$ cat config.mk
export PLATFORM = sky130hd
export DESIGN_NAME = mux_decode_unit
export DESIGN_NICKNAME = d
export VERILOG_FILES = /design/src/rtl/mux_decode_pkg.sv /design/src/rtl/mux2.sv /design/src/rtl/mux_decode_unit.sv
export SDC_FILE = /design/constraint.sdc
export NUM_CORES = 1
export LEC_CHECK = 0
export ABC_CLOCK_PERIOD_IN_PS = 800
export BUFFER_PORTS_ARGS = -buffer_cell sky130_fd_sc_hd__buf_4
export CAP_MARGIN = 5
export CORE_ASPECT_RATIO = 0.8
export CORE_UTILIZATION = 35
export DETAILED_ROUTE_END_ITERATION = 8
export PLACE_DENSITY = 0.77
export SKIP_LAST_GASP = 1
export SLEW_MARGIN = 0
export SYNTH_ARGS = -nofsm -noshare
export SYNTH_HDL_FRONTEND = slang
export SYNTH_SLANG_ARGS = --single-unit
export TNS_END_PERCENT = 20
$ cat constraint.sdc
create_clock -name clk -period 0.8 [get_ports clk]
set_input_delay 0.16 -clock clk [delete_from_list [all_inputs] [get_ports clk]]
set_output_delay 0.16 -clock clk [all_outputs]
set_load 0.02 [all_outputs]
$ cat src/rtl/mux_decode_pkg.sv
// Shared widths and types for the mux/decode unit.
// Also holds the 4-to-16 one-hot decode helper used by the top level.
package mux_decode_pkg;

    localparam int MUX_WIDTH = 16;
    localparam int SEL_WIDTH = 4;
    localparam int DEC_OUT   = 16;

    typedef logic [SEL_WIDTH-1:0] sel_t;
    typedef logic [DEC_OUT-1:0]   onehot_t;

    // Two cascaded 2-to-4 stages: the high pair gates which nibble receives the low-pair one-hot.
    function automatic onehot_t decode_4to16(input logic en, input sel_t idx);
        logic [3:0] lo_hot;
        logic [3:0] hi_hot;
        onehot_t    result;
        lo_hot = 4'b0001 << idx[1:0];
        hi_hot = en ? (4'b0001 << idx[3:2]) : 4'b0000;
        for (int h = 0; h < 4; h++) begin
            result[h*4 +: 4] = hi_hot[h] ? lo_hot : 4'b0000;
        end
        return result;
    endfunction

endpackage

$ cat src/rtl/mux2.sv
// Purely combinational single-bit 2:1 multiplexer.
// Building block for the 2:1 path and the 16:1 tree.
module mux2
    import mux_decode_pkg::*;
(
    input  logic W0,
    input  logic W1,
    input  logic SEL,
    output logic Y
);

    assign Y = SEL ? W1 : W0;

endmodule

$ cat src/rtl/mux_decode_unit.sv
// Registered 2:1 mux, 16:1 mux and 4-to-16 decoder with enable.
// All three paths are independent and have one cycle of latency.
module mux_decode_unit
    import mux_decode_pkg::*;
(
    input  logic                 clk,
    input  logic                 rst_n,
    input  logic                 m2_w0,
    input  logic                 m2_w1,
    input  logic                 m2_sel,
    input  logic [MUX_WIDTH-1:0] m16_w,
    input  sel_t                 m16_sel,
    input  logic                 dec_en,
    input  sel_t                 dec_w,
    output logic                 m2_y,
    output logic                 m16_y,
    output onehot_t              dec_y
);

    logic    w_m2_next;
    logic    w_lvl1 [8];
    logic    w_lvl2 [4];
    logic    w_lvl3 [2];
    logic    w_m16_next;
    onehot_t w_dec_next;

    logic    r_m2_y;
    logic    r_m16_y;
    onehot_t r_dec_y;

    mux2 u_m2 (
        .W0  (m2_w0),
        .W1  (m2_w1),
        .SEL (m2_sel),
        .Y   (w_m2_next)
    );

    // Tree levels: select bit 0 at the leaves, bit 3 at the root.
    for (genvar i = 0; i < 8; i++) begin : g_leaf
        mux2 u_mux (
            .W0  (m16_w[2*i]),
            .W1  (m16_w[2*i+1]),
            .SEL (m16_sel[0]),
            .Y   (w_lvl1[i])
        );
    end

    for (genvar i = 0; i < 4; i++) begin : g_mid1
        mux2 u_mux (
            .W0  (w_lvl1[2*i]),
            .W1  (w_lvl1[2*i+1]),
            .SEL (m16_sel[1]),
            .Y   (w_lvl2[i])
        );
    end

    for (genvar i = 0; i < 2; i++) begin : g_mid2
        mux2 u_mux (
            .W0  (w_lvl2[2*i]),
            .W1  (w_lvl2[2*i+1]),
            .SEL (m16_sel[2]),
            .Y   (w_lvl3[i])
        );
    end

    mux2 u_root (
        .W0  (w_lvl3[0]),
        .W1  (w_lvl3[1]),
        .SEL (m16_sel[3]),
        .Y   (w_m16_next)
    );

    assign w_dec_next = decode_4to16(dec_en, dec_w);

    // Output capture registers, cleared asynchronously on reset.
    always_ff @(posedge clk or negedge rst_n) begin
        if (!rst_n) begin
            r_m2_y  <= 1'b0;
            r_m16_y <= 1'b0;
            r_dec_y <= 16'h0000;
        end else begin
            r_m2_y  <= w_m2_next;
            r_m16_y <= w_m16_next;
            r_dec_y <= w_dec_next;
        end
    end

    assign m2_y  = r_m2_y;
    assign m16_y = r_m16_y;
    assign dec_y = r_dec_y;

endmodule

==> metrics.log, run 1 <==
[metrics] boundary pin count: 48
[metrics] clock network power share: 0.244
[metrics] pin count of the biggest net entering global routing: 19
[metrics] Seq/Total Area, Yosys: 0.637
[metrics] Setup Total Neg Slack: -2.83 ns
[metrics] #FFs+latches synth: 18
[metrics] hold violation count in the final report: 0
[metrics] wire length of the first global-routing pass: 2370 um
[metrics] IO Port Bufs: 47
[metrics] number of cells in the finished layout apart from fillers: 127
[metrics] DRC errors left: 0
[metrics] footprint of the flip-flops and latches: 450 um^2
[metrics] total routed wirelength: 1470 um
[metrics] drt via density: 4.61
[metrics] post-DR wirelength/cell: 11.6 um
[metrics] power per unit of standard cell area: 1450 nW/um^2
[metrics] global routing usage summed across all routing layers: 0.152
[metrics] critical path, cell by cell: buf_6
[metrics] leading cell types by count after synthesis: 18 x dfrtp_1, 12 x nor2_1, 4 x mux4_1, 4 x nor3_1, 3 x mux2i_1
[metrics] final net count: 135
[metrics] total overflow reported by the global router: 0
[metrics] minimum hold slack: 0.0594 ns
[metrics] library cell used as clock root buffer: clkbuf_4
[metrics] crit path launch: dec_y[7]
[metrics] cell internal power dissipation: 1.30 mW
[metrics] Peak VDD IR: 0.879 mV
[metrics] number of antenna violations at the first check in global routing: 0
[metrics] fraction of power spent switching nets: 0.223
[metrics] Pleak: 0.598 nW
[metrics] crit path DAT: 0.80 ns
[metrics] status: complete, but fails checks
[metrics] Post-Place Cell Area: 1100 um^2
[metrics] synth unique cells: 11
[metrics] Bufs and invs on worst path: 1
[metrics] slew of the pin with the lowest slew margin: 0.213 ns
[metrics] fraction of layout instances using a drive strength above 1: 0.573
[metrics] primary flip-flop cell chosen by synthesis mapping: dfrtp_1
[metrics] CTS buffer count: 3
[metrics] library cell with the highest instance count after synthesis: dfrtp_1
[metrics] count of clock tree sinks: 18
[metrics] count of warnings emitted by yosys: 0
[metrics] count of flip-flops with a built-in enable after synthesis: 0
[metrics] maximum single-stage delay on the critical path: 0.39 ns
[metrics] area of combinational cells with multiple inputs: 241 um^2
[metrics] share of the clock period used by the worst path: 1.21
[metrics] number of global-route vias before repair: 585
[metrics] Synthesized Nets: 79
[metrics] share of synthesized flip-flops with an asynchronous set or reset: 1.00
[metrics] Comb pwr share: 0.194
[metrics] ANT cells: 0
[metrics] min-delay src: m16_sel[2]
[metrics] iteration-0 DRC count of the detailed router: 11
[metrics] horizontal die dimension: 52.2 um
[metrics] routability congestion estimate: 0.806
[metrics] total non-filler cell area in the finished layout: 1160 um^2
[metrics] Netlist Area Pre-Place: 707 um^2
[metrics] total number of vias: 586
[metrics] vertical extent of the die: 42.2 um
[metrics] failing checks: setup timing
[metrics] startpoint-to-endpoint class of the critical path: reg2out
[metrics] critical path required time: 0.64 ns
[metrics] relative max-transition margin: 0.858
[metrics] largest buffer count on any clock path: 2
[metrics] top cells by area, synth: dfrtp_1 64%, mux4_1 15%, nor2_1 6.4%, mux2i_1 4.2%, nor3_1 2.8%
[metrics] total design power: 1.67 mW
[metrics] total die area: 2200 um^2
[metrics] Clock transition at path regs: 0.09 ns
[metrics] effective utilization at floorplan: 0.374
[metrics] Worst path slowest cell: dfrtp_1
[metrics] endpoint type of the worst setup path: primary output
[metrics] clock period minus worst slack: 0.965 ns
[metrics] number of rows in the core area: 14
[metrics] area growth from synthesis to final layout: 63.5%
[metrics] drt pass-1 iters: 4
[metrics] Post-Place Cells: 123
[metrics] setup repair after global routing missed its margin: yes
[metrics] minimum setup slack in the final design: -0.165 ns
[metrics] Worst Path Max Fanout: 1
[metrics] clock tree from TritonCTS: done
[metrics] area fraction of the dominant cell type after synthesis: 0.637
[metrics] Max Clock Freq: 1040 MHz
[metrics] area inside the core boundary: 1890 um^2
[metrics] switching power: 0.374 mW
[metrics] FILL cells: 153
[metrics] mean area per synthesized cell: 14.4 um^2
[metrics] max-slew violation total from the final report: 0
[metrics] cell type group with the largest total delay on the critical path: flip-flops
[metrics] instance count of the mapped netlist: 49
[metrics] largest area contributor in the netlist: dfrtp_1
[metrics] Worst Hold Class: in2reg
[metrics] critical path launch point type: flip-flop
[metrics] H-tree level count: 1
[metrics] Final Setup Violations: 19
[metrics] total of max-cap violations: 0
[metrics] DRT antenna net count: 0
[metrics] Sequential Power Share: 0.562
==> power groups by stage <==
stage,Combinational (mW),Clock (mW),Sequential [mW]
6_report,0.325,0.408,0.940
4_1_cts,0.326,0.434,0.940
3_5_place_dp,0.320,0,0.958
3_3_place_gp,0.311,0,0.958
5_1_grt,0.351,0.470,0.943
2_1_floorplan,0.0806,0,0.990
==> layout by cell type, fill, tap and decap left out <==
| cell | instances |
|---|---|
| buf_4 | 43 |
| dfrtp_1 | 18 |
| nor2_1 | 12 |
| buf_6 | 7 |
| nor3_1 | 4 |
| mux4_2 | 4 |
| mux2i_1 | 3 |
| clkbuf_4 | 3 |
| nand2b_1 | 2 |
| nand3b_1 | 2 |
| or3b_2 | 1 |
| nand2_1 | 1 |
| nand3_1 | 1 |
| mux2_2 | 1 |
| dlygate4sd3_1 | 1 |
==> registers in the layout (all words and copies together) (netlist names) <==
register	count
dec_y	16
m16_y	1
m2_y	1
==> final timing paths <==
kind | endpoint | cells after the start
max | dec_y[7] | 1
min | m16_y | 2
max in group asynchronous | dec_y[12] | 2
min in group asynchronous | dec_y[14] | 2
==> repair_timing <==
item	CTS	global route
buffers inserted	0	0
hold buffers	1	0
endpoints found under the setup margin	19	19
gates resized for setup	3	4
endpoints found under the hold margin	18	0
==> metal layers <==
layer	vias up	GRT usage	part of all wire
li1	281	-	-
met1	263	0.180	0.38
met2	42	0.254	0.49
met3	0	0.0362	0.13
met4	0	0.0789	0
met5	-	0	0
==> per-stage QoR <==
step           utilization  setup WS, ns
2_1_floorplan            -        -0.148
3_3_place_gp         0.580        -0.314
3_5_place_dp         0.580        -0.354
4_1_cts              0.603        -0.186
5_1_grt              0.611        -0.201
6_report             0.611        -0.165
==> layout make-up <==
cell class	count	area share
Timing Repair Buffer	51	0.356
Multi-Input combinational cell	31	0.209
Clock buffer	3	0.0195
Sequential cell	18	0.390
Tap cell	24	0.0260
==> cells by family after synthesis <==
kind of cell	after synthesis	share of synthesized area
simple gates	23	0.156
mux	8	0.207
flops	18	0.637
(Power assumes the default switching activity.)
==> run 2, diff against run 1 <==
ABC_AREA = 1   (was not set)
CORE_UTILIZATION = 37   (was 35)
PLACE_DENSITY = 0.78   (was 0.77)
RECOVER_POWER = 100   (was not set)
==> metrics.log, run 2 <==
[metrics] status: complete, but fails checks
[metrics] failing checks: setup timing
[metrics] Bufs and invs on worst path: 1 (unchanged)
[metrics] minimum setup slack in the final design: -0.191 ns (-0.0264 ns)
[metrics] global routing usage summed across all routing layers: 0.191 (+0.0386)
[metrics] DRC errors left: 0 (unchanged)
[metrics] count of flip-flops with a built-in enable after synthesis: 0 (unchanged)
[metrics] total die area: 2380 um^2 (+8.0%)
[metrics] Post-Place Cell Area: 1180 um^2 (+7.6%)
[metrics] hold violation count in the final report: 0 (unchanged)
[metrics] Worst Path Max Fanout: 1 (unchanged)
[metrics] iteration-0 DRC count of the detailed router: 3 (-8)
[metrics] library cell used as clock root buffer: clkbuf_4
[metrics] mean area per synthesized cell: 8.35 um^2 (-42%)
[metrics] number of rows in the core area: 14 (unchanged)
[metrics] Netlist Area Pre-Place: 810 um^2 (+15%)
[metrics] boundary pin count: 48 (unchanged)
[metrics] count of clock tree sinks: 18 (unchanged)
[metrics] critical path launch point type: flip-flop
[metrics] Worst path slowest cell: dfrtp_1
[metrics] post-DR wirelength/cell: 10.7 um (-7.6%)
[metrics] share of synthesized flip-flops with an asynchronous set or reset: 1.00 (unchanged)
[metrics] instance count of the mapped netlist: 97 (+98%)
[metrics] DRT antenna net count: 0 (unchanged)
[metrics] clock period minus worst slack: 0.991 ns (+0.0264 ns)
[metrics] startpoint-to-endpoint class of the critical path: reg2out
[metrics] primary flip-flop cell chosen by synthesis mapping: dfrtp_1
[metrics] library cell with the highest instance count after synthesis: nand2_1
[metrics] synth unique cells: 11 (unchanged)
[metrics] crit path DAT: 0.83 ns (+0.03 ns)
[metrics] placed wire-length estimate: 1580 um
[metrics] count of warnings emitted by yosys: 0 (unchanged)
[metrics] leading cell types by count after synthesis: 21 x nand2_1, 18 x dfrtp_1, 16 x nor2_1
[metrics] Max Clock Freq: 1010 MHz (-2.7%)
[metrics] Pleak: 0.720 nW (+21%)
[metrics] maximum single-stage delay on the critical path: 0.40 ns (about the same)
[metrics] total routed wirelength: 1850 um (+25%)
[metrics] area fraction of the dominant cell type after synthesis: 0.556 (-0.0808)
[metrics] slew of the pin with the lowest slew margin: 0.429 ns (+0.217 ns)
[metrics] most common cell after layout, fill and taps aside: buf_4
[metrics] most crowded layer after global routing: met2
[metrics] Clock transition at path regs: 0.09 ns (about the same)
[metrics] met2 Use GR: 0.327 (+0.0730)
[metrics] CTS buffer count: 3 (unchanged)
[metrics] Synthesized Nets: 127 (+61%)
[metrics] final net count: 179 (+33%)
[metrics] post-CTS setup buffer count: 0 (unchanged)
[metrics] effective utilization at floorplan: 0.413 (+0.0389)
[metrics] endpoint type of the worst setup path: primary output
[metrics] largest buffer count on any clock path: 2 (unchanged)
[metrics] total overflow reported by the global router: 0 (unchanged)
[metrics] met3 usage: 0.0632 (+0.0269)
[metrics] pin count of the biggest net entering global routing: 19 (unchanged)
[metrics] #FFs+latches synth: 18 (unchanged)
[metrics] worst setup slack before clock tree synthesis: -0.0407 ns (+0.313 ns)
[metrics] setup repair after global routing missed its margin: yes
[metrics] wire length of the first global-routing pass: 3110 um (+31%)
[metrics] relative max-transition margin: 0.714 (-0.144)
[metrics] area inside the core boundary: 1960 um^2 (+3.7%)
[metrics] IO Port Bufs: 47 (unchanged)
[metrics] number of antenna violations at the first check in global routing: 0 (unchanged)
[metrics] top cells by area, synth: dfrtp_1 56%, nand2_1 9.7%, nand3_1 8.7%, nor2_1 7.4%, inv_1 5.6%
[metrics] largest area contributor in the netlist: dfrtp_1
[metrics] share of the clock period used by the worst path: 1.24 (+0.0330)
[metrics] total of max-cap violations: 0 (unchanged)
[metrics] routability congestion estimate: 0.763 (-5.4%)
[metrics] H-tree level count: 1 (unchanged)
[metrics] number of global-route vias before repair: 733 (+25%)
[metrics] horizontal die dimension: 54.3 um (+3.9%)
[metrics] vertical extent of the die: 43.8 um (+3.9%)
[metrics] max-slew violation total from the final report: 0 (unchanged)
[metrics] ANT cells: 0 (unchanged)
[metrics] fraction of layout instances using a drive strength above 1: 0.405 (-0.167)
[metrics] Worst Hold Class: in2reg
[metrics] Seq/Total Area, Yosys: 0.556 (-0.0808)
[metrics] Final Setup Violations: 18 (-1)
[metrics] area growth from synthesis to final layout: 51.3%
[metrics] total non-filler cell area in the finished layout: 1220 um^2 (+6.0%)
[metrics] power per unit of standard cell area: 1500 nW/um^2 (+3.6%)
[metrics] clock tree from TritonCTS: done
[metrics] drt pass-1 iters: 4 (unchanged)
[metrics] drt via density: 4.37 (-5.2%)
[metrics] cell type group with the largest total delay on the critical path: flip-flops
[metrics] Peak VDD IR: 0.917 mV (+4.3%)
[metrics] total number of vias: 752 (+28%)
[metrics] flip-flop count of the largest register after layout: 16 (unchanged)
[metrics] critical path, cell by cell: buf_6
[metrics] critical path required time: 0.64 ns (about the same)
[metrics] met1 track utilization from global routing: 0.221 (+0.0411)
[metrics] commonest cells after routing, fill and taps aside: 39 x buf_4, 21 x nand2_1, 18 x dfrtp_1
## run 2: through the flow
step | instances | setup TNS, ns | util | hold WS [ns] | total power, mW
floorplan | 97 | 0 | - | -0.136 | 1.11
global placement | 167 | -0.0129 | 0.602 | 0.0321 | 1.29
detailed placement | 167 | -0.0407 | 0.602 | 0.0381 | 1.31
CTS | 172 | -3.40 | 0.631 | 0.0747 | 1.86
global route | 172 | -4.02 | 0.624 | 0.0568 | 1.95
finish | 172 | -3.22 | 0.624 | 0.0757 | 1.84
## run 2: area by class of cell
class / count / area (um^2)
multi-input cells: 58 / 265
repair buffers: 48 / 368
inverters: 20 / 75.1
well taps: 24 / 30.0
clock buffers: 4 / 36.3
flip-flops and latches: 18 / 450
fillers: 180 / 737
## run 2: path summary, 6_finish.rpt
kind,from,to,cells after the start
worst max-delay path,m16_y,m16_y,1
worst min-delay path,m2_w0,m2_y,2
max in group asynchronous,rst_n,dec_y[10],2
min in group asynchronous,rst_n,dec_y[0],2
## run 2: cells by family after synthesis
kind of cell | Yosys count | share of synthesized area
simple gates | 57 | 0.314
mux | 1 | 0.0139
flops | 18 | 0.556
buf+inv | 21 | 0.116
## run 2: layer usage
layer / vias up / routed length, um
li1: 389 / -
met1: 340 / 750
met2: 21 / 998
met3: 2 / 80
met4: 0 / 15
met5: - / 0
## run 2: report_power, final
| group | total (mW) | switching [mW] | internal, mW |
|---|---|---|---|
| registers | 0.941 | 0.00960 | 0.932 |
| clock network | 0.552 | 0.275 | 0.278 |
| logic | 0.343 | 0.173 | 0.170 |
| total | 1.84 | 0.458 | 1.38 |
## run 2: what timing repair did
| item | 4_1_cts | 5_1_grt |
|---|---|---|
| hold buffers | 1 | 0 |
| endpoints found under the hold margin | 18 | 0 |
| pin swaps | 0 | 0 |
| endpoints found under the setup margin | 18 | 18 |
| resized for setup | 3 | 1 |
==> run 3, diff against run 2 <==
CTS_CLUSTER_DIAMETER = 200   (was not set)
PLACE_DENSITY = 0.73   (was 0.78)
==> metrics.log, run 3 (same netlist as run 2, synthesis figures left out) <==
[metrics] status: complete, but fails checks
[metrics] failing checks: setup timing
[metrics] total die area: 2380 um^2 (unchanged)
[metrics] horizontal die dimension: 54.3 um (unchanged)
[metrics] number of global-route vias before repair: 756 (+3.1%)
[metrics] critical path required time: 0.64 ns (about the same)
[metrics] cell type group with the largest total delay on the critical path: flip-flops
[metrics] number of antenna violations at the first check in global routing: 0 (unchanged)
[metrics] critical path launch point type: flip-flop
[metrics] pin count of the biggest net entering global routing: 19 (unchanged)
[metrics] critical path, cell by cell: buf_6
[metrics] global routing usage summed across all routing layers: 0.189 (-0.00186)
[metrics] total of max-cap violations: 0 (unchanged)
[metrics] routability congestion estimate: 0.736 (-3.5%)
[metrics] minimum hold slack: 0.0732 ns (-0.00244 ns)
[metrics] clock tree from TritonCTS: done
[metrics] fraction of layout instances using a drive strength above 1: 0.432 (+0.0270)
[metrics] number of cells in the finished layout apart from fillers: 172 (unchanged)
[metrics] Peak VDD IR: 1.13 mV (+24%)
[metrics] library cell used as clock root buffer: clkbuf_4
[metrics] DRT antenna net count: 0 (unchanged)
[metrics] Worst path slowest cell: dfrtp_1
[metrics] crit path DAT: 0.83 ns (about the same)
[metrics] total routed wirelength: 1920 um (+3.9%)
[metrics] count of clock tree sinks: 18 (unchanged)
[metrics] wire length of the first global-routing pass: 3170 um (+1.8%)
[metrics] number of logic stages on the critical path including buffering: 1 (unchanged)
[metrics] minimum setup slack in the final design: -0.185 ns (+0.00612 ns)
[metrics] Post-Place Cells: 167 (unchanged)
[metrics] vertical extent of the die: 43.8 um (unchanged)
[metrics] maximum single-stage delay on the critical path: 0.40 ns (about the same)
[metrics] largest buffer count on any clock path: 2 (unchanged)
[metrics] number of rows in the core area: 14 (unchanged)
[metrics] Worst Hold Class: in2reg
[metrics] endpoint type of the worst setup path: primary output
[metrics] final net count: 179 (unchanged)
[metrics] relative max-transition margin: 0.712 (-0.00208)
[metrics] Sequential Power Share: 0.508 (-0.004)
[metrics] drt pass-1 iters: 4 (unchanged)
[metrics] ANT cells: 0 (unchanged)
[metrics] Comb pwr share: 0.191 (+0.004)
[metrics] effective utilization at floorplan: 0.413 (unchanged)
[metrics] share of the clock period used by the worst path: 1.23 (-0.00765)
[metrics] flip-flop count of the largest register after layout: 16 (unchanged)
[metrics] clock period minus worst slack: 0.985 ns (-0.00612 ns)
[metrics] CTS buffer count: 3 (unchanged)
[metrics] setup repair after global routing missed its margin: yes
[metrics] switching power: 0.469 mW (+2.4%)
[metrics] boundary pin count: 48 (unchanged)
[metrics] placed wire-length estimate: 1520 um (-3.4%)
[metrics] max-slew violation total from the final report: 0 (unchanged)
[metrics] Clock transition at path regs: 0.10 ns (about the same)
[metrics] total number of vias: 808 (+7.4%)
[metrics] power per unit of standard cell area: 1490 nW/um^2 (-0.52%)
[metrics] post-DR wirelength/cell: 11.1 um (+3.9%)
[metrics] Cells on Worst Hold Path: 2 (unchanged)
[metrics] drt via density: 4.70 (+7.4%)
[metrics] most common cell after layout, fill and taps aside: buf_4
[metrics] slew of the pin with the lowest slew margin: 0.432 ns (+0.00312 ns)
[metrics] Bufs and invs on worst path: 1 (unchanged)
[metrics] area growth from synthesis to final layout: 53.3%
[metrics] Final Setup Violations: 18 (unchanged)
[metrics] startpoint-to-endpoint class of the critical path: reg2out
[metrics] total design power: 1.85 mW (+0.80%)
[metrics] Worst Path Max Fanout: 1 (unchanged)
[metrics] hold violation count in the final report: 0 (unchanged)
[metrics] Pleak: 0.727 nW (+0.94%)
[metrics] FILL cells: 169 (-6.1%)
[metrics] iteration-0 DRC count of the detailed router: 15 (+12)
[metrics] fraction of power spent switching nets: 0.253 (+0.00407)
[metrics] H-tree level count: 1 (unchanged)
[metrics] Max Clock Freq: 1020 MHz (+0.62%)
[metrics] total overflow reported by the global router: 0 (unchanged)
[metrics] area inside the core boundary: 1960 um^2 (unchanged)
[metrics] DRC errors left: 0 (unchanged)
[metrics] commonest cells after routing, fill and taps aside: 37 x buf_4, 21 x nand2_1, 18 x dfrtp_1
[metrics] clock network power share: 0.301 (about the same)
[metrics] IO Port Bufs: 47 (unchanged)
[metrics] cell internal power dissipation: 1.38 mW (+0.25%)
-- run 3: final timing paths --
path | start | end
setup / recovery | dec_y[14] | dec_y[14]
hold / removal | m2_w0 | m2_y
max in group asynchronous | rst_n | dec_y[0]
min in group asynchronous | rst_n | dec_y[13]
-- run 3: stage by stage --
| stage | setup TNS [ns] | cell area (um^2) | worst slack, ns | util |
|---|---|---|---|---|
| after global placement | -0.00955 | 1180 | -0.00955 | 0.602 |
| after floorplan | 0 | 810 | 0.0595 | - |
| after detailed placement | -0.0406 | 1180 | -0.0406 | 0.602 |
| after global routing | -3.86 | 1240 | -0.224 | 0.633 |
| final | -3.16 | 1240 | -0.185 | 0.633 |
| after CTS | -3.35 | 1240 | -0.195 | 0.633 |
-- run 3: repair_timing --
action	in CTS	in global routing
gates resized for setup	4	2
hold endpoints to repair	18	0
setup buffers	0	0
hold buffers	1	0
pin swaps	0	0
endpoints found under the setup margin	18	18
-- run 3: power groups by stage --
stage | sequential (mW) | combinational, mW | clock [mW]
after global placement | 0.956 | 0.340 | 0
after floorplan | 0.986 | 0.124 | 0
after detailed placement | 0.957 | 0.349 | 0
after global routing | 0.944 | 0.392 | 0.613
after CTS | 0.940 | 0.360 | 0.571
final | 0.941 | 0.353 | 0.558
-- run 3: final cells by class --
class                           instances  area (um^2)  share of cell area
Sequential cell                        18          450               0.363
Timing Repair Buffer                   48          377               0.303
Multi-Input combinational cell         58          265               0.214
Inverter                               20         82.6              0.0665
Clock buffer                            4         36.3              0.0292
Tap cell                               24         30.0              0.0242
-- run 3: routing by layer --
layer / GRT usage / vias up / routed length, um
met4: 0.0615 / 0 / 40
met1: 0.228 / 375 / 772
li1: - / 389 / -
met3: 0.0667 / 4 / 159
met5: 0 / - / 0
met2: 0.310 / 40 / 945
